`src/rtl/seg_digit_demux.sv`:
```
// rtl/seg_digit_demux.sv - steers handshaked segment patterns into per-digit holding registers
module seg_digit_demux #(
    parameter int          N      = 7,
    parameter int          DIGITS = 4,
    parameter logic [N-1:0] BLANK = {N{1'b1}},
    localparam int         SW     = $clog2(DIGITS)
) (
    input  logic                  clk,
    input  logic                  rst,
    input  logic [N-1:0]          in_data,
    input  logic                  in_valid,
    output logic                  in_ready,
    input  logic [SW-1:0]         in_sel,
    input  logic                  in_auto,
    input  logic                  clear,
    output logic [DIGITS*N-1:0]   out_bus,
    output logic [DIGITS-1:0]     out_written,
    output logic [SW-1:0]         ptr,
    output logic                  frame_done,
    output logic                  sel_err
);

    localparam logic [0:0] S_IDLE = 1'b0;
    localparam logic [0:0] S_CLR  = 1'b1;

    // Digit count widened by one bit so an out-of-range select can be detected.
    localparam logic [SW:0]   DIGITS_W = (SW+1)'(DIGITS);
    localparam logic [SW-1:0] LAST     = SW'(DIGITS - 1);

    logic [0:0]    state;
    logic [SW-1:0] ccnt;

    logic          xfer;
    logic          sel_ok;
    logic          wr_en;
    logic [SW-1:0] wr_idx;
    logic [N-1:0]  wr_val;
    logic          wr_mark;

    assign in_ready = (state == S_IDLE) && !clear;
    assign xfer     = in_valid && in_ready;
    assign sel_ok   = {1'b0, in_sel} < DIGITS_W;

    // Pick the single digit register touched this cycle: clear walk, auto pointer or explicit select.
    always_comb begin
        wr_en   = 1'b0;
        wr_idx  = ptr;
        wr_val  = in_data;
        wr_mark = 1'b0;
        if (state == S_CLR) begin
            wr_en   = 1'b1;
            wr_idx  = ccnt;
            wr_val  = BLANK;
            wr_mark = 1'b0;
        end else if (xfer) begin
            if (in_auto) begin
                wr_en   = 1'b1;
                wr_idx  = ptr;
                wr_mark = 1'b1;
            end else if (sel_ok) begin
                wr_en   = 1'b1;
                wr_idx  = in_sel;
                wr_mark = 1'b1;
            end
        end
    end

    // Digit registers and written flags; reset restores every digit to the blank pattern.
    always_ff @(posedge clk) begin
        if (rst) begin
            out_bus     <= {DIGITS{BLANK}};
            out_written <= '0;
        end else begin
            for (int d = 0; d < DIGITS; d++) begin
                if (wr_en && (wr_idx == SW'(d))) begin
                    out_bus[d*N +: N] <= wr_val;
                    out_written[d]    <= wr_mark;
                end
            end
        end
    end

    // Control: pointer advance, clear walk and the one-cycle status pulses.
    always_ff @(posedge clk) begin
        if (rst) begin
            state      <= S_IDLE;
            ccnt       <= '0;
            ptr        <= '0;
            frame_done <= 1'b0;
            sel_err    <= 1'b0;
        end else begin
            frame_done <= 1'b0;
            sel_err    <= 1'b0;
            case (state)
                S_IDLE: begin
                    if (clear) begin
                        state <= S_CLR;
                        ccnt  <= '0;
                    end else if (xfer) begin
                        if (in_auto) begin
                            if (ptr == LAST) begin
                                ptr        <= '0;
                                frame_done <= 1'b1;
                            end else begin
                                ptr <= ptr + 1'b1;
                            end
                        end else if (!sel_ok) begin
                            sel_err <= 1'b1;
                        end
                    end
                end
                default: begin
                    // A clear arriving here is ignored; the walk always runs to the last digit.
                    if (ccnt == LAST) begin
                        state <= S_IDLE;
                        ccnt  <= '0;
                        ptr   <= '0;
                    end else begin
                        ccnt <= ccnt + 1'b1;
                    end
                end
            endcase
        end
    end

endmodule
```
`config.mk`:
```
export PLATFORM = sky130hd
export DESIGN_NAME = seg_digit_demux
export DESIGN_NICKNAME = d
export VERILOG_FILES = /design/src/rtl/seg_digit_demux.sv
export SDC_FILE = /design/constraint.sdc
export NUM_CORES = 1
export LEC_CHECK = 0
export CORE_AREA = 2 2 62 64
export CTS_CLUSTER_SIZE = 14
export DETAILED_ROUTE_END_ITERATION = 16
export DIE_AREA = 0 0 64 66
export HOLD_SLACK_MARGIN = 0.05
export PLACE_DENSITY = 0.75
export RECOVER_POWER = 100
export SLEW_MARGIN = 20
export SYNTH_ARGS = -nofsm -noshare
export SYNTH_HDL_FRONTEND = slang
export SYNTH_SLANG_ARGS = --single-unit
export TNS_END_PERCENT = 1
```
`constraint.sdc`:
```
create_clock -name clk -period 1.9 [get_ports clk]
set_clock_uncertainty 0.1 [all_clocks]
set_input_delay 0.285 -clock clk [delete_from_list [all_inputs] [get_ports clk]]
set_output_delay 0.285 -clock clk [all_outputs]
set_load 0.005 [all_outputs]
```
==> metrics.txt, run 1 <==
Worst-Margin Slew=roughly 0.57 ns; Final TNS setup=0 ns; worst rel slew slack=0.6156; Initial Util=0.4193; GRT Util Overall=0.2063; routability congestion estimate from global placement=about 0.83; H-tree depth=2; Hold/Removal Path Class=flip-flop to flip-flop; WL final=3805 µm; total grt overflow=0; Sink Count=38; DRC=0; Primary FF master, synth=dfxtp_1; mean post-synth cell area=9.306 µm²; Clock Latency Late Sink=~0.33 ns; Worst Slack Setup Final=approximately 0.10 ns; crit path kind=flip-flop to output pin; largest net degree at the start of global routing=23; worst slack at placement=-0.2296 ns; Routed Antenna Nets=0; smallest hold slack=between 0.3 and 0.4 ns; most common cell in the netlist=dfxtp_1; RSZ-0062 raised after global routing=no; power per cell area=~650 nW/µm²; final core occ=0.6166; fin crit share=0.9461; Chip Height=between 60 and 70 µm; Core ar.=roughly 3600 µm²; Synth area leader=dfxtp_1; die width=approximately 64 µm; Peak Freq=0.5563 GHz; met3 usage=0.03578; Async SR Flop Fraction=0; clk slew on worst S/H paths=roughly 0.10 ns; IO buf count=a little under 50; Post-synth top cells=dfxtp_1 (38), nor2_1 (26), a21oi_1 (18), nor3_1 (15), a22oi_1 (14); CP endpoint kind=output pin; DR WL/cell=14.04 µm; Final Instance Area=2190 µm²; Leakage=between 0.7 and 0.8 nW; Iteration-0 DRC Markers=slightly below 70; # IOs=between 50 and 60; WP data arrival=approximately 1.4 ns; Net Count, Synth=roughly 180; outcome=completed; Seq cells post-synth=38; Final nets=239; final setup fails=0; met2 Usage GRT=0.3411; Peak VDD IR=between 300 and 400 µV; die area=4224 µm²; M1 GR Usage=0.2641; Tmin final=1.798 ns; ant diodes=0; final max-slew violation count=0; yosys warns=0; initial antenna violation count=0; post-synth top area share=0.5109; Data required, critical path=1.51 ns; dpl hpwl=slightly below 3000 µm; Layout area overhead=47.06%; MaxCap Viol Count=0; CP Max Fanout=8; Post-synth EDFFs=0; GR peak layer=met2; # Post-CTS Setup Buffers=0; CTS Hold Bufs=0; crit start category=flip-flop; Cells after Synth=between 150 and 200; placed cell areas=2150 µm²; CTS tree=built; count of cell types in the netlist=32; Root Buffer=clkbuf_4; Seq/Total Area, Yosys=0.5109; Cell Area, Synth=1489 µm²; Clock Path Buffers=2; Via Count=between 1000 and 1500; Synth area leaders=dfxtp_1 (51%), a22oi_1 (7.1%), nor2_1 (6.6%); first-pass GRT wire length=6610 µm; final hold viol count=0; number of global-route vias before repair=between 1000 and 1500; reg2reg setup slack=around 0.15 ns; Num CTS Buffers=5; Via density=5.129; fraction of layout instances using a drive strength above 1=0.1525; # rows=22; Pre-antenna DRT Iters=4
## report_power, final
part           switching [W]  leakage, nW  internal, W
Combinational      0.0000944        0.438     0.000109
Clock               0.000252       0.0308     0.000133
Sequential         0.0000156        0.309     0.000817
## cell families (layout without fill, tap and decap cells)
kind of cell / Yosys count / in the layout / synth area share
AOI/OAI and AO/OA: 41 / 41 / 0.1824
adders and majority gates: 2 / 2 / 0.01680
buffers and inverters: 13 / 76 / 0.05294
DFF: 38 / 38 / 0.5109
muxes: 3 / 3 / 0.02437
other: 1 / 1 / 0.002519
and+or+nand+nor: 62 / 62 / 0.2101
## repair_timing
item | CTS | global route
endpoints found under the setup margin | 1 | 4
pin swaps | 0 | 0
gates resized for setup | 1 | 1
## worst max-delay path: stages (launching register included)
cell	delay, ns
dfxtp_1	0.39
nor2_1	0.16
clkdlybuf4s50_1	0.53
## layout make-up
| cell class | instances | area, µm² |
|---|---|---|
| clock inverters | 2 | 10.01 |
| clock buffers | 5 | 37.54 |
| fillers | 302 | 1361 |
| well taps | 48 | 60.06 |
| flip-flops and latches | 38 | 760.7 |
| inverters | 3 | 11.26 |
| multi-input cells | 109 | 643.1 |
| repair buffers | 66 | 666.9 |
## metrics by stage
| step | power [W] | cells |
|---|---|---|
| after floorplan | 0.0009410 | 160 |
| after global placement | 0.001059 | 264 |
| after detailed placement | 0.001065 | 264 |
| after CTS | 0.001440 | 271 |
| after global routing | 0.001491 | 271 |
| final | 0.001421 | 271 |
## state kept, by name (all words and copies together) (netlist names)
name,cells
ptr,2
out_written,4
state,1
ccnt,2
out_bus,28
frame_done,1
## worst paths after layout
check                 start             end  cells after the start
min reg2reg  out_written[1]  out_written[1]                      2
max reg2reg           state     out_bus[27]                      4
min          out_written[1]  out_written[1]                      2
max                   state        in_ready                      2
## cell usage in the layout (no fill, tap or decap), types with 2 or more instances in the layout
cell type         n
dfxtp_1          38
o21ai_2           2
a22oi_1          14
dlygate4sd3_1    35
clkinv_2          2
a32o_1            2
buf_4            12
nor3_1           15
nor2_1           26
nor3b_1           2
clkdlybuf4s50_1  13
clkbuf_4          6
nor3b_2           2
a21oi_1          18
nand3_1           4
buf_12            4
nand2_1           5
or2_2             2
ha_1              2
inv_1             3
## routing by layer
| layer | vias up | wire length, µm | part of all wire |
|---|---|---|---|
| li1 | 692 | - | - |
| met1 | 641 | 1619 | 0.43 |
| met2 | 50 | 1891 | 0.50 |
| met3 | 7 | 223 | 0.059 |
| met4 | 0 | 71 | 0.019 |
| met5 | - | 0 | 0 |
Note: power is estimated with default switching activity, not from simulation.
==> inputs of run 2 (changes only) <==
- SETUP_SLACK_MARGIN: not set -> 0.2
==> run 2 against run 1 <==
  * Count of clock-buffer cells in the layout is the same
  * Clock power shrank 1%
  * First-iteration DRC count grew 19%
  * Critical endpoint is now ptr[0]
  * Hold slack lost 0.10 ns
  * Cell count is the same
  * Flip-flop and latch count is the same
  * Power shrank 0.28%
  * Die area is the same
  * Design area grew 0.46%
  * Utilization grew 0.28 points
  * Via count grew 1.4%
==> metrics.txt, run 2 (synthesis results as in run 1) <==
outcome=completed; Layout area overhead=47.73%; Worst-Margin Slew=0.5687 ns; Seq pwr share=0.588; P_int=between 0.001 and 0.0015 W; WP buf/inv=1; final max-slew violation count=0; Psw=between 0.0003 and 0.0004 W; flip-flop count of the largest register after layout=28; Final Instance Area=approximately 2200 µm²; Num CTS Buffers=5; die area=between 4000 and 5000 µm²; Pre-antenna DRT Iters=5; hold depth=2; worst rel slew slack=0.6183; # Post-CTS Setup Buffers=0; sw frac=0.2517; clock group share of total power=0.268; fin crit share=0.9081; smallest hold slack=approximately 0.27 ns; routability congestion estimate from global placement=approximately 0.83; # IOs=51; placed cell areas=2150 µm²; Final nets=239; clk slew on worst S/H paths=between 0.1 and 0.15 ns; largest registers=out_bus x28, out_written x4; WL met3=around 200 µm; initial antenna violation count=0; critical path's top delay family=buffers and inverters; CP Max Fanout=6; Root Buffer=clkbuf_4; Sink Count=38; WL final=approximately 3800 µm; dpl hpwl=about 3000 µm; MaxCap Viol Count=0; Via Count=between 1000 and 1500; number of global-route vias before repair=roughly 1400; crit-path cells=dlygate4sd3_1; Data required, critical path=between 1.5 and 2 ns; CTS tree=built; final hold viol count=0; fraction of layout instances using a drive strength above 1=0.1614; final setup fails=0; largest register by flop count=out_bus; largest net degree at the start of global routing=23; Tmin final=approximately 1.7 ns; WL met2=1894 µm; RSZ-0062 raised after global routing=yes; DRC=0; total grt overflow=0; first-pass GRT wire length=~6600 µm; DR top layer=met4; power per cell area=about 640 nW/µm²; GRT Util Overall=0.2063; Peak VDD IR=345.3 µV; Core ar.=approximately 3600 µm²; Chip Height=approximately 66 µm; Peak Freq=around 0.58 GHz; commonest non-fill, non-tap cells in the layout=dfxtp_1 (38), dlygate4sd3_1 (35), nor2_1 (26), a21oi_1 (18), nor3_1 (15); Worst path depth=1; Hold/Removal Path Class=primary input to flip-flop; Clock Latency Late Sink=between 0.3 and 0.4 ns; worst slack at placement=-0.2296 ns; Initial Util=0.4193; Clock Path Buffers=2; CP endpoint kind=output pin; Slowest-stage cell, CP=dlygate4sd3_1; DR WL/cell=roughly 14 µm; R2R cell count=5; Largest stage delay, worst path=0.59 ns; Worst Slack Setup Final=between 0.15 and 0.2 ns; WL met1=roughly 1600 µm; WP data arrival=about 1.3 ns; crit path kind=flip-flop to output pin; Leakage=0.7929 nW; ant diodes=0; crit start category=flip-flop; reg2reg setup slack=~0.19 ns; H-tree depth=2; Via density=5.203; # rows=22; Logic pwr share=0.145; IO buf count=approximately 50; die width=about 64 µm; commonest non-fill, non-tap cell in the layout=dfxtp_1; Iteration-0 DRC Markers=between 80 and 90; Routed Antenna Nets=0
[run 2: cell types whose count changed in the layout (fill, tap and decap cells not counted), sizes merged]
cell and change:
clkdlybuf4s50 -2, clkbuf -1, dlymetal6s2s +1, buf +1, dlygate4sd2 +1
[run 2: metal layers]
| metal | up-vias | GRT usage |
|---|---|---|
| met5 | - | 0 |
| met4 | 0 | 0.08967 |
| met3 | 7 | 0.03578 |
| met2 | 54 | 0.3411 |
| met1 | 657 | 0.2641 |
| li1 | 692 | - |
[run 2: final cells by class]
cell class / instances / area, µm²
clock buffers: 5 / 37.54
clock inverters: 2 / 10.01
fillers: 306 / 1351
inverters: 3 / 11.26
multi-input cells: 109 / 651.9
flip-flops and latches: 38 / 760.7
well taps: 48 / 60.06
repair buffers: 66 / 668.1
[run 2: metrics by stage]
stage	util	total power, W	cells	TNS, ns
detailed placement	0.6054	0.001065	264	-4.483
global route	0.6195	0.001494	271	0
finish	0.6195	0.001418	271	0
global placement	0.6054	0.001059	264	-2.401
floorplan	-	0.0009410	160	0
CTS	0.6184	0.001440	271	0
[run 2: worst paths after layout]
kind	from	to
hold reg to reg	out_written[1]	out_written[1]
setup reg to reg	state	out_bus[0]
hold / removal	in_auto	frame_done
setup / recovery	ptr[0]	ptr[0]
[run 2: timing repair]
| action | 4_1_cts | 5_1_grt |
|---|---|---|
| setup endpoints to repair | 10 | 30 |
| hold buffers | 0 | 0 |
| resized for setup | 3 | 4 |
[run 2: power by group through the flow]
| stage | sequential, W | combinational (W) | clock [W] |
|---|---|---|---|
| 5_1_grt | 0.000836 | 0.000225 | 0.000432 |
| 3_5_place_dp | 0.000852 | 0.000213 | 0 |
| 2_1_floorplan | 0.000849 | 0.0000921 | 0 |
| 6_report | 0.000833 | 0.000205 | 0.000380 |
| 3_3_place_gp | 0.000850 | 0.000209 | 0 |
| 4_1_cts | 0.000834 | 0.000212 | 0.000393 |
==> inputs of run 3 (changes only) <==
- CORE_AREA: 2 2 62 64 -> 2 2 60 62
- CTS_BUF_LIST: not set -> sky130_fd_sc_hd__clkbuf_2 sky130_fd_sc_hd__clkbuf_4 sky130_fd_sc_hd__clkbuf_8
- DIE_AREA: 0 0 64 66 -> 0 0 62 64
- PLACE_DENSITY: 0.75 -> 0.79
==> run 3 against run 2 <==
  * Combinational power is essentially flat
  * Setup slack worse by 0.034 ns
  * Non-clock buffer count increased by 3
  * Sequential share of layout area decreased by 0.79 points
  * Critical path depth increased by 4
  * Wire length decreased by 0.95%
  * Via count up 2.6%
  * Die area shrank 6.1%
  * Register-to-register slack worse by 0.05 ns
  * First-iteration DRC count fell by 35%
  * Count of clock-buffer cells in the layout is the same
  * Global-route usage down 0.76 points
  * Critical path type is now flip-flop to flip-flop
==> metrics.txt, run 3 (synthesis results as in run 1) <==
CP Max Fanout=8; Chip Height=approximately 64 µm; total grt overflow=0; IO buf count=49; H-tree depth=2; number of global-route vias before repair=around 1300; power per cell area=763.4 nW/µm²; Layout area overhead=51.18%; Post-Layout Cell Count=roughly 270; commonest non-fill, non-tap cells in the layout=dfxtp_1 (38), dlygate4sd3_1 (34), nor2_1 (26), a21oi_1 (18), nor3_1 (15); largest register by flop count=out_bus; Root Buffer=clkbuf_4; Sink Count=38; DRC=0; Iteration-0 DRC Markers=53; largest net degree at the start of global routing=23; Data required, critical path=around 2.0 ns; Peak VDD IR=approximately 400 µV; initial antenna violation count=0; Via Count=roughly 1400; worst rel slew slack=0.5992; Num CTS Buffers=5; CTS tree=built; worst slack at placement=-0.2362 ns; GRT Util Overall=0.1987; crit start category=flip-flop; final hold viol count=0; DR WL/cell=approximately 14 µm; fin crit share=0.9259; fraction of layout instances using a drive strength above 1=0.1542; WP data arrival=between 1.5 and 2 ns; final core occ=0.6853; clk slew on worst S/H paths=0.11 ns; Worst-Margin Slew=between 0.5 and 0.6 ns; Core ar.=about 3300 µm²; Via density=5.297; flip-flop count of the largest register after layout=28; Tmin final=1.759 ns; Final nets=between 200 and 250; Routed Antenna Nets=0; final setup fails=0; outcome=completed; commonest non-fill, non-tap cell in the layout=dfxtp_1; # rows=21; ant diodes=0; Cells after DPL=263; Initial Util=0.4533; Leakage=~0.83 nW; first-pass GRT wire length=~6000 µm; WL final=between 3000 and 4000 µm; dpl hpwl=2841 µm; Pre-antenna DRT Iters=4; largest registers=out_bus x28, out_written x4; final max-slew violation count=0; MaxCap Viol Count=0; Peak Freq=approximately 0.57 GHz; CP endpoint kind=flip-flop; Clock Latency Late Sink=~0.34 ns; die area=3968 µm²; routability congestion estimate from global placement=between 0.8 and 0.9; RSZ-0062 raised after global routing=yes; Clock Path Buffers=2; crit path kind=flip-flop to flip-flop; Worst Slack Setup Final=0.1409 ns; # IOs=between 50 and 60; Hold/Removal Path Class=primary input to flip-flop; die width=around 62 µm; CTS Hold Bufs=0
-- run 3: timing repair --
action | 4_1_cts | 5_1_grt
endpoints found under the setup margin | 17 | 35
gates resized for setup | 1 | 9
cloned | 0 | 1
buffers inserted | 0 | 1
pin swaps | 0 | 2
-- run 3: where the power goes --
part           total [W]  switching [W]  internal [W]
Clock           0.000680       0.000268      0.000412
Sequential      0.000832      0.0000149      0.000817
Combinational   0.000206      0.0000949      0.000111
Total            0.00172       0.000378       0.00134
-- run 3: worst paths after layout --
kind	cells after the start	startpoint	to	slack [ns]
max	5	state	out_written[1]	0.14
min	3	in_auto	ptr[1]	0.25
min reg2reg	2	out_written[1]	out_written[1]	0.38
max reg2reg	5	state	out_written[1]	0.14
-- run 3: layout make-up --
type	count	area (µm²)
Clock buffer	5	37.54
Clock inverter	3	68.82
Fill cell	275	1033
Inverter	3	11.26
Multi-Input combinational cell	109	644.4
Sequential cell	38	760.7
Tap cell	46	57.56
Timing Repair Buffer	69	670.6
-- run 3: per-layer routing --
layer | routed length, µm | vias up | global-route usage
met1 | 1547 | 683 | 0.2228
met2 | 1907 | 58 | 0.3424
met5 | 0 | - | 0
met4 | 66 | 0 | 0.07181
li1 | - | 696 | -
met3 | 236 | 9 | 0.05870
-- run 3: worst max-delay path: stages (launching register included) --
cell and delay [ns]:
dfxtp_1 0.37, or3b_1 0.38, clkbuf_1 0.15, nor3b_4 0.27, clkbuf_2 0.25, o31ai_1 0.10
-- run 3: metrics by stage --
step / area [µm²] / hold slack (ns) / setup TNS, ns / total power, W
global route: 2251 / 0.2372 / 0 / 0.001794
detailed placement: 2142 / 0.3768 / -5.619 / 0.001066
floorplan: 1489 / 0.3325 / 0 / 0.0009410
finish: 2251 / 0.2453 / 0 / 0.001718
CTS: 2247 / 0.3917 / 0 / 0.001741
global placement: 2142 / 0.3537 / -3.682 / 0.001059
